===== src/rtl/math_host.sv =====
// math_host: turns wide LOAD0/LOAD1/ADD/READ0 commands into the byte-serial op/data stream of a math accumulator.
// Optional SHL/SHR commands are built only when MATH_HOST_SHIFT_EN is defined.
module math_host #(
  parameter int BITS = 128
) (
  input  logic            clk_i,
  input  logic            rst_i,
  input  logic            cmd_valid_i,
  output logic            cmd_ready_o,
  input  logic [2:0]      cmd_op_i,
  input  logic [BITS-1:0] cmd_data_i,
  output logic            rsp_valid_o,
  output logic [BITS-1:0] rsp_data_o,
  output logic [7:0]      m_op_o,
  output logic [7:0]      m_data_o,
  input  logic [7:0]      m_rdata_i,
  output logic [3:0]      dbg_state_o
);

  localparam int N  = BITS / 8;
  localparam int CW = (N > 1) ? $clog2(N) : 1;
  localparam logic [CW-1:0] LAST = CW'(N - 1);

  localparam logic [2:0] C_LOAD0 = 3'd0;
  localparam logic [2:0] C_LOAD1 = 3'd1;
  localparam logic [2:0] C_ADD   = 3'd2;
  localparam logic [2:0] C_READ0 = 3'd3;
`ifdef MATH_HOST_SHIFT_EN
  localparam logic [2:0] C_SHL   = 3'd4;
  localparam logic [2:0] C_SHR   = 3'd5;
`endif

  localparam logic [7:0] OP_NOP  = 8'h00;
  localparam logic [7:0] OP_CLR0 = 8'h02;
  localparam logic [7:0] OP_CLR1 = 8'h03;
  localparam logic [7:0] OP_LDB  = 8'h04;
  localparam logic [7:0] OP_ADD  = 8'h08;
  localparam logic [7:0] OP_CPY  = 8'h09;
  localparam logic [7:0] OP_SHL  = 8'h0A;
  localparam logic [7:0] OP_RST  = 8'h0B;
  localparam logic [7:0] OP_SHR  = 8'h0C;

  typedef enum logic [3:0] {
    IDLE, CLR, LOADB, SHIFT8, SUM, COPYCLR, COPY, READB, RESTORE, ALU, DONE
  } state_t;

  state_t              state_q;
  logic [CW-1:0]       cnt_q;
  logic [2:0]          op_q;
  logic [N-1:0][7:0]   data_q;
  logic [N-1:0][7:0]   rd_q;
  logic                rsp_valid_q;
  logic [BITS-1:0]     rsp_data_q;
  logic [7:0]          m_op_q;
  logic [7:0]          m_data_q;
  logic [CW-1:0]       cnt_dec;
  logic [CW-1:0]       cnt_inc;

  assign cnt_dec = cnt_q - CW'(1);
  assign cnt_inc = cnt_q + CW'(1);

  // Valid/ready: a command transfers on the rising edge where cmd_valid_i and
  // cmd_ready_o are both high; cmd_ready_o is high exactly while the FSM idles.
  assign cmd_ready_o = (state_q == IDLE);
  assign rsp_valid_o = rsp_valid_q;
  assign rsp_data_o  = rsp_data_q;
  assign m_op_o      = m_op_q;
  assign m_data_o    = m_data_q;
  assign dbg_state_o = state_q;

  // Each state names the op being driven this cycle; the edge leaving it loads the next op.
  always_ff @(posedge clk_i) begin
    if (rst_i) begin
      state_q     <= IDLE;
      cnt_q       <= '0;
      op_q        <= '0;
      data_q      <= '0;
      rd_q        <= '0;
      rsp_valid_q <= 1'b0;
      rsp_data_q  <= '0;
      m_op_q      <= OP_NOP;
      m_data_q    <= 8'h00;
    end else begin
      rsp_valid_q <= 1'b0;
      m_op_q      <= OP_NOP;
      m_data_q    <= 8'h00;
      unique case (state_q)
        IDLE: begin
          if (cmd_valid_i) begin
            op_q   <= cmd_op_i;
            data_q <= cmd_data_i;
            cnt_q  <= '0;
            case (cmd_op_i)
              C_LOAD0: begin state_q <= CLR;     m_op_q <= OP_CLR0; end
              C_LOAD1: begin state_q <= COPYCLR; m_op_q <= OP_CLR1; end
              C_ADD:   begin state_q <= SUM;     m_op_q <= OP_ADD;  end
              C_READ0: begin state_q <= COPYCLR; m_op_q <= OP_CLR1; end
`ifdef MATH_HOST_SHIFT_EN
              C_SHL: begin
                state_q  <= ALU;
                m_op_q   <= OP_SHL;
                m_data_q <= cmd_data_i[7:0];
              end
              C_SHR: begin
                state_q  <= ALU;
                m_op_q   <= OP_SHR;
                m_data_q <= cmd_data_i[7:0];
              end
`endif
              default: state_q <= DONE;
            endcase
          end
        end
        COPYCLR: begin
          if (op_q == C_LOAD1) begin
            state_q <= CLR;
            m_op_q  <= OP_CLR0;
          end else begin
            state_q <= COPY;
            m_op_q  <= OP_CPY;
          end
        end
        CLR: begin
          state_q  <= LOADB;
          cnt_q    <= LAST;
          m_op_q   <= OP_LDB;
          m_data_q <= data_q[LAST];
        end
        LOADB: begin
          if (cnt_q != '0) begin
            state_q  <= SHIFT8;
            m_op_q   <= OP_SHL;
            m_data_q <= 8'h08;
          end else if (op_q == C_LOAD1) begin
            state_q <= COPY;
            m_op_q  <= OP_CPY;
          end else begin
            state_q     <= IDLE;
            rsp_valid_q <= 1'b1;
          end
        end
        SHIFT8: begin
          state_q  <= LOADB;
          cnt_q    <= cnt_dec;
          m_op_q   <= OP_LDB;
          m_data_q <= data_q[cnt_dec];
        end
        COPY: begin
          if (op_q == C_READ0) begin
            state_q  <= READB;
            cnt_q    <= '0;
            m_op_q   <= OP_SHR;
            m_data_q <= 8'h08;
          end else begin
            state_q     <= IDLE;
            rsp_valid_q <= 1'b1;
          end
        end
        READB: begin
          // m_rdata_i still shows the byte from before this cycle's shift.
          rd_q[cnt_q] <= m_rdata_i;
          if (cnt_q == LAST) begin
            state_q <= RESTORE;
            m_op_q  <= OP_RST;
          end else begin
            cnt_q    <= cnt_inc;
            m_op_q   <= OP_SHR;
            m_data_q <= 8'h08;
          end
        end
        RESTORE: begin
          state_q     <= IDLE;
          rsp_valid_q <= 1'b1;
          rsp_data_q  <= rd_q;
        end
        SUM, ALU, DONE: begin
          state_q     <= IDLE;
          rsp_valid_q <= 1'b1;
        end
        default: state_q <= IDLE;
      endcase
    end
  end

endmodule

===== config.mk =====
export PLATFORM = sky130hd
export DESIGN_NAME = math_host
export DESIGN_NICKNAME = d
export VERILOG_FILES = /design/src/rtl/math_host.sv
export SDC_FILE = /design/constraint.sdc
export NUM_CORES = 1
export LEC_CHECK = 0
export CORE_ASPECT_RATIO = 0.8
export CORE_MARGIN = 3
export CORE_UTILIZATION = 56
export DETAILED_ROUTE_END_ITERATION = 16
export GPL_TIMING_DRIVEN = 0
export PLACE_DENSITY = 0.85
export SETUP_SLACK_MARGIN = 0.05
export SKIP_LAST_GASP = 1
export SLEW_MARGIN = 20
export SYNTH_ARGS = -nofsm -noshare
export SYNTH_HDL_FRONTEND = slang
export SYNTH_SLANG_ARGS = --single-unit

===== constraint.sdc =====
create_clock -name clk_i -period 7.2 [get_ports clk_i]
set_clock_uncertainty 0.2 [all_clocks]
set_input_delay 1.44 -clock clk_i [delete_from_list [all_inputs] [get_ports clk_i]]
set_output_delay 1.44 -clock clk_i [all_outputs]
set_load 0.1 [all_outputs]

==> impl_metrics.tcl <==
set metrics [dict create \
    status "finished, final reports clean" \
    async_flop_share_pct 0 \
    ios 292 \
    grt-ovfl-total 0 \
    peakVddDrop_mv 0.184 \
    via_count 14000 \
    cts_setup_buffers 0 \
    ys_seq_area_share_pct 52.0 \
    synth_cell_types 54 \
    worstPathArrival_ns 2.64 \
    die_area_um2 30100 \
    critical_path_class "reg2out" \
    hp-class "reg2reg" \
    wl_per_cell_um 18.2 \
    insertion_delay_ns 0.52 \
    netlist_instances 1804 \
    drcViolationCount 0 \
    cts_tree "done" \
    finish.utilization_pct 74.5 \
    antenna_found_initial 0 \
    die_w_um 193 \
    layout-drive-gt1-share_pct 7.86 \
    period_minus_slack_ns 4.28 \
    h-tree-depth 2 \
    n_antenna_cell 0 \
    endpoint_kind "primary output" \
    cts_hold_buf 0 \
    numPortBuffers 287 \
    syn_area_per_cell_um2 8.70 \
    cts_buffer_depth 3 \
    rsz0062_at_grt "no" \
    clk_pin_slew_ns 0.06 \
    grt_pass1_vias 13700 \
    area_growth_pct 30.2 \
    ant_nets 0 \
    grt_max_degree 16 \
    fmax_ghz 0.234 \
    final_cell_mix "550 x nand2_1, 408 x dfxtp_1, 287 x clkdlybuf4s50_1" \
    hold_violations 0 \
    grt_pass1_wl_um 71900 \
    drt_iter0_markers 914 \
    critPathRequiredTime_ns 5.56 \
    cts_sinks 408 \
    period_share_pct 59.4 \
    core_region_area_um2 27400 \
    setup-tns-final_ns 0 \
    routed_wl_um 46100 \
    fill_cells 2002 \
    p_per_area_nw_per_um2 253 \
    via_per_inst 5.55 \
    ff2ff_setup_slack_ns 3.23 \
    grt_usage_pct 29.3 \
    dieHeight_um 156 \
    worst_slew_pin_slew_ns 1.05 \
    power.leakage_nw 8.15 \
    slew_viol_final 0 \
    hpwl_um 33600 \
    first_pass_iters 5 \
    hold_slack_ns 0.251 \
    synth-warning-count 0 \
    worst_setup_path_start_kind "flop" \
    placementRows 54 \
    syn_area_um2 15700 \
    layout_commonest_cell "nand2_1" \
    synth_edf_count 0 \
    setup-violations-final 0 \
    initial_core_util_pct 57.2 \
    cts_resized 0 \
    path_max_fanout 10 \
    globalplace.congestion 0.886 \
    cap_viol_max_count 0 \
    ys_ff_latch 408 \
    synthFlopType "dfxtp_1" \
    total_power_w 0.00517 \
    cts-buffers-inserted 39 \
    final_nets 2282 \
    max_slew_margin_pct 29.8 \
    clockRootBuffer "clkbuf_16" \
]
report_power, final:
group | internal (W) | switching, W
registers | 0.00233 | 0.0000443
logic | 0.000219 | 0.000380
clock network | 0.00132 | 0.000869
total | 0.00387 | 0.00129
worst paths after layout:
kind / startpoint / to / depth (start not counted)
setup reg to reg: cnt_q[0] / m_data_o[6] / 10
hold reg to reg: data_q[12] / data_q[12] / 2
hold / removal: data_q[12] / data_q[12] / 2
setup / recovery: dbg_state_o[2] / cmd_ready_o / 3
critical path, stage by stage, from the launching register on:
cell and delay (ns):
dfxtp_1 0.31, buf_2 0.19, nor4_4 0.35, clkdlybuf4s50_1 1.26
Yosys cell counts (all sizes together), types with 2 or more instances:
cell type	instances	area share, %
a31oi	4	0.16
dfxtp	408	52
clkbuf	85	2.0
a21o	6	0.29
nand3b	2	0.096
nand4	3	0.16
o22ai	6	0.24
mux2i	130	8.3
a211oi	4	0.22
nor3b	4	0.19
xnor2	2	0.11
o21ai	8	0.25
buf	57	1.9
a211o	2	0.11
or3	2	0.080
nor3	7	0.22
inv	6	0.14
o21bai	2	0.096
or4	2	0.096
nand2	556	13
a21oi	284	9.1
nor2b	6	0.24
o221ai	2	0.11
nand2b	7	0.28
o21a	2	0.096
nor4	3	0.22
o2bb2ai	2	0.11
nor2	126	3.0
and2	5	0.20
ha	5	0.40
nand3	20	0.86
mux4	32	4.6
sequential cells by signal, indices dropped and copies added (netlist names):
| register | cells |
|---|---|
| data_q | 128 |
| rd_q | 128 |
| rsp_data_o | 128 |
| m_data_o | 8 |
| cnt_q | 4 |
| dbg_state_o | 4 |
| m_op_o | 4 |
| op_q | 3 |
| rsp_valid_o | 1 |
layer usage:
metal	wire length, um	GRT usage (%)	vias up
met3	3500	5.03	93
met2	20800	47.1	548
met4	1310	8.95	0
li1	-	-	6653
met1	20500	41.2	6731
met5	0	0	-
cell type report:
class | instances | area [um2] | area share, %
inverters | 6 | 22.5 | 0.110
flip-flops and latches | 408 | 8170 | 40.0
repair buffers | 287 | 2870 | 14.1
clock inverters | 13 | 170 | 0.833
clock buffers | 57 | 1230 | 6.00
plain buffers | 142 | 612 | 2.99
multi-input cells | 1251 | 6910 | 33.8
well taps | 364 | 455 | 2.23
metrics by stage:
stage               cells  instance area [um2]  setup WS [ns]
finish               2528                20400           2.92
detailed placement   2458                19000           3.27
global placement     2458                19000           3.30
global route         2528                20400           2.79
floorplan            1807                15700           3.49
CTS                  2528                20400           2.89
kinds of logic after synthesis:
| kind of cell | share of synthesized area (%) |
|---|---|
| other | 0.0239 |
| AOI/OAI and AO/OA | 11.1 |
| buffers and inverters | 4.04 |
| xor gates and xnor gates | 0.215 |
| DFF | 52.0 |
| and+or+nand+nor | 19.3 |
| muxes | 12.9 |
| adders and majority gates | 0.398 |
Power figures use the tool's default switching activity.
